[config.mk]
export PLATFORM = sky130hd
export DESIGN_NAME = sel_mux_pipe
export DESIGN_NICKNAME = d
export VERILOG_FILES = /design/src/rtl/sel_mux_pipe.sv
export SDC_FILE = /design/constraint.sdc
export NUM_CORES = 1
export LEC_CHECK = 0
export CAP_MARGIN = 30
export CELL_PAD_IN_SITES_DETAIL_PLACEMENT = 1
export CELL_PAD_IN_SITES_GLOBAL_PLACEMENT = 2
export CORE_MARGIN = 2
export CORE_UTILIZATION = 26
export DETAILED_ROUTE_END_ITERATION = 7
export GPL_ROUTABILITY_DRIVEN = 0
export PLACE_DENSITY = 0.93
export SLEW_MARGIN = 30
export SYNTH_ARGS = -nofsm -noshare
export SYNTH_HDL_FRONTEND = slang
export SYNTH_SLANG_ARGS = --single-unit
[constraint.sdc]
create_clock -name clk_i -period 2.3 [get_ports clk_i]
set_clock_uncertainty 0.1 [all_clocks]
set_input_delay 0.46 -clock clk_i [delete_from_list [all_inputs] [get_ports clk_i]]
set_output_delay 0.46 -clock clk_i [all_outputs]
set_load 0.03 [all_outputs]
[src/rtl/sel_mux_pipe.sv]
`default_nettype none
// ============================================================================
//  Module   : sel_mux_pipe
//  Purpose  : Select one of NUM_IN channels per beat and stage it through a
//             two-entry (output + skid) valid/ready register pipeline.
//  Revision : 1.0  initial release
// ============================================================================
module sel_mux_pipe #(
   parameter int WIDTH        = 32,
   parameter int NUM_IN       = 4,
   parameter int SEL_W        = 2,
   parameter int DROP_BAD_SEL = 1
) (
   input  logic                    clk_i,
   input  logic                    rst_i,
   input  logic [NUM_IN*WIDTH-1:0] data_i,
   input  logic [SEL_W-1:0]        select_i,
   input  logic                    valid_i,
   output logic                    ready_o,
   input  logic                    flush_i,
   output logic [WIDTH-1:0]        data_o,
   output logic                    valid_o,
   input  logic                    ready_i,
   output logic                    sel_err_o
);

   localparam logic [31:0] c_NUM_IN = 32'(NUM_IN);
   localparam logic        c_DROP   = (DROP_BAD_SEL != 0);

   logic [WIDTH-1:0] r_out_data;
   logic             r_out_valid;
   logic [WIDTH-1:0] r_skid_data;
   logic             r_skid_valid;
   logic             r_sel_err;

   logic [WIDTH-1:0] w_sel_data;
   logic             w_in_range;
   logic             w_accept;
   logic             w_store;
   logic             w_out_free;

   // Out-of-range selects resolve to zero data, used when bad beats are kept.
   always_comb begin
      w_sel_data = '0;
      for (int k = 0; k < NUM_IN; k++) begin
         if (32'(select_i) == 32'(k))
            w_sel_data = data_i[k*WIDTH +: WIDTH];
      end
   end

   assign w_in_range = (32'(select_i) < c_NUM_IN);
   assign w_accept   = valid_i & ~r_skid_valid;
   assign w_store    = w_accept & (w_in_range | ~c_DROP);
   assign w_out_free = ~r_out_valid | ready_i;

   always_ff @(posedge clk_i) begin
      if (!rst_i) begin
         r_out_data   <= '0;
         r_out_valid  <= 1'b0;
         r_skid_data  <= '0;
         r_skid_valid <= 1'b0;
         r_sel_err    <= 1'b0;
      end else begin
         // Error pulse reflects acceptance only, so a flush never hides it.
         r_sel_err <= w_accept & ~w_in_range;
         if (flush_i) begin
            r_out_valid  <= 1'b0;
            r_skid_valid <= 1'b0;
         end else if (w_out_free) begin
            if (r_skid_valid) begin
               r_out_data   <= r_skid_data;
               r_out_valid  <= 1'b1;
               r_skid_valid <= w_store;
               if (w_store)
                  r_skid_data <= w_sel_data;
            end else begin
               r_out_valid <= w_store;
               if (w_store)
                  r_out_data <= w_sel_data;
            end
         end else if (w_store) begin
            r_skid_data  <= w_sel_data;
            r_skid_valid <= 1'b1;
         end
      end
   end

   assign ready_o   = ~r_skid_valid;
   assign data_o    = r_out_data;
   assign valid_o   = r_out_valid;
   assign sel_err_o = r_sel_err;

endmodule
`default_nettype wire

==> results of run 1 <==
how the worst min path moves through the flow:
stage | startpoint | to | slack (ns) | cells past startpoint
detailed placement | r_skid_data[22] | r_skid_data[22] | 0.36 | 1
global placement | r_skid_data[7] | r_skid_data[7] | 0.36 | 1
floorplan | r_skid_data[0] | r_skid_data[0] | 0.35 | 1
finish | r_skid_data[21] | r_skid_data[21] | 0.37 | 1
CTS | r_skid_data[18] | r_skid_data[18] | 0.38 | 1
global route | r_skid_data[0] | r_skid_data[0] | 0.39 | 1
final cells by class:
type | count | area [um2]
clock buffer | 12 | 256
inverter | 2 | 7.51
timing repair buffer | 181 | 1840
fill | 1423 | 7590
sequential | 66 | 1320
multi-input combinational | 203 | 1940
tap | 176 | 220
clock inverter | 3 | 15.0
stage by stage:
step,util (%),cells,hold WS [ns]
floorplan,-,307,0.349
global placement,40.4,628,0.362
detailed placement,40.4,628,0.364
CTS,42.5,643,0.381
global route,42.5,643,0.393
finish,42.5,643,0.374
where the power goes:
| part | internal (mW) | switching, mW | leakage (nW) | total [mW] |
|---|---|---|---|---|
| sequential | 1.19 | 0.0284 | 0.538 | 1.22 |
| clock | 0.776 | 0.462 | 0.138 | 1.24 |
| combinational | 0.442 | 0.335 | 1.30 | 0.777 |
sequential cells by signal, indices dropped and copies added, names as in the netlist:
signal and count:
r_skid_valid 1, r_skid_data 32, data_o 32, valid_o 1
cells in the final DEF (no fill, tap or decap), types with 2 or more instances in the layout:
cell type and instances:
a21oi_1 33, a22o_1 32, a311oi_1 2, a311oi_2 30
buf_12 5, buf_4 8, clkbuf_16 9, clkbuf_8 2
clkdlybuf4s50_1 167, clkinv_2 3, dfxtp_1 66, inv_2 2
mux4_2 32, nand2_1 64, nand2b_1 2
per-layer routing:
| metal | GRT usage (%) | up-vias | routed length [um] |
|---|---|---|---|
| met5 | 0 | - | 0 |
| met4 | 5.00 | 0 | 142 |
| met3 | 3.28 | 13 | 624 |
| met2 | 30.2 | 107 | 6100 |
| met1 | 19.9 | 1546 | 4950 |
| li1 | - | 1497 | - |
kinds of logic (layout without fill, tap and decap cells):
| logic type | count (synthesis) | count (layout) | share of synthesized area (%) |
|---|---|---|---|
| other | 1 | 1 | 0.107 |
| muxes | 32 | 32 | 20.7 |
| AOI/OAI and AO/OA | 99 | 99 | 26.7 |
| buffers and inverters | 38 | 198 | 6.53 |
| DFF | 66 | 66 | 37.9 |
| and+or+nand+nor | 71 | 71 | 8.17 |
worst max-delay path, cell delays in order, from the launching register on:
cell,delay (ns)
dfxtp_1,0.36
inv_2,0.11
clkdlybuf4s50_1,0.69
==> run metrics, run 1 <==
WL final=11800 um; die area=14400 um2; Post-synth top cells=dfxtp_1 (66), nand2_1 (64), a21oi_1 (33), a22o_1 (32), mux4_2 (32); Pre-Repair DR Iteration Count=4; Critical Path AT=1.48 ns; WS Path Type=reg2out; Final Setup Violations=0; post-synthesis sequential area ratio=37.9%; top cell type's share of synthesized area=37.9%; fmax=0.491 GHz; core region area=13200 um2; Synth area leaders=dfxtp_1 (38%), mux4_2 (21%), a311oi_2 (13%); VDD IR max=0.376 mV; CTS hold repair buffers=0; buffer count from post-CTS setup fixing=0; post-synth top area cell=dfxtp_1; root buffer cell=clkbuf_16; critical path required time=1.74 ns; diode count=0; Max Buffers Root-to-Sink=2; Critical R2R Launch=r_skid_valid; final instance area=5600 um2; Num CTS Buffers=9; power density cells=578 nW/um2; Mapped Cells=307; R2R cell count=4; Initial Utilization=26.5%; IO Pins=170; post-synth cell types=22; mapped cell area=3490 um2; Setup WS post-layout=0.263 ns; Yosys Warn Count=0; post-place instance area=5330 um2; initial antenna violation count=0; number of synthesized flops with an enable pin=0; Syn Area/Cell=11.4 um2; H-tree Lvls=3; Worst setup endpoint=ready_o; unrepaired setup endpoints after global routing=false; DP Worst Slack=0.211 ns; DR DRC count=0; DP HPWL=8930 um; ys flop type=dfxtp_1; final setup TNS=0 ns; r2r setup slk=0.74 ns; # clock sinks=66; Die Width=120 um; Area Growth Syn to Fin=60.5%; I/O Buffers=168; Min-Delay Path Class=reg2reg; vias in the first global route=3603; total global routing overflow=0; FP Rows=42; Die Ht=120 um; CTS resizes=0; Final nets=598; clock-pin slew on the worst setup and hold paths=0.05 ns; Final min period=2.04 ns; crit path capture type=primary output; period utilization=88.6%; TritonCTS clock tree=built; Critical Path Start Type=register; P_leak=1.97 nW; share of cells above drive strength 1=20.1%; status=completed; via/cell ratio=4.92; Final Max Tran Viols=0; number of max-cap violations=0; Tot Pwr=3.24 mW; most common cell in the netlist=dfxtp_1; remaining antenna violation count=0; worst flop-to-flop path endpoint=r_skid_data[9]; Net Count, Synth=442; first-pass GRT wire length=18900 um; critical path fanouts, max=5; Setup crit start=r_skid_valid; DR vias=3163; Seq cells post-synth=66; DR WL/cell=18.4 um; FFs w/ async S/R, synth=0%; pin count of the biggest net entering global routing=33; gr usage total=16.7%; clk_lat worst skew=0.32 ns; initial drt markers=112; count of final hold-check violations=0
Note: power is estimated with default switching activity, not from simulation.
==> run 2, diff against run 1 <==
SLEW_MARGIN = 10   (was 30)
==> results of run 2 <==
The final DEF is identical to that of run 1; final timing and power are the same.
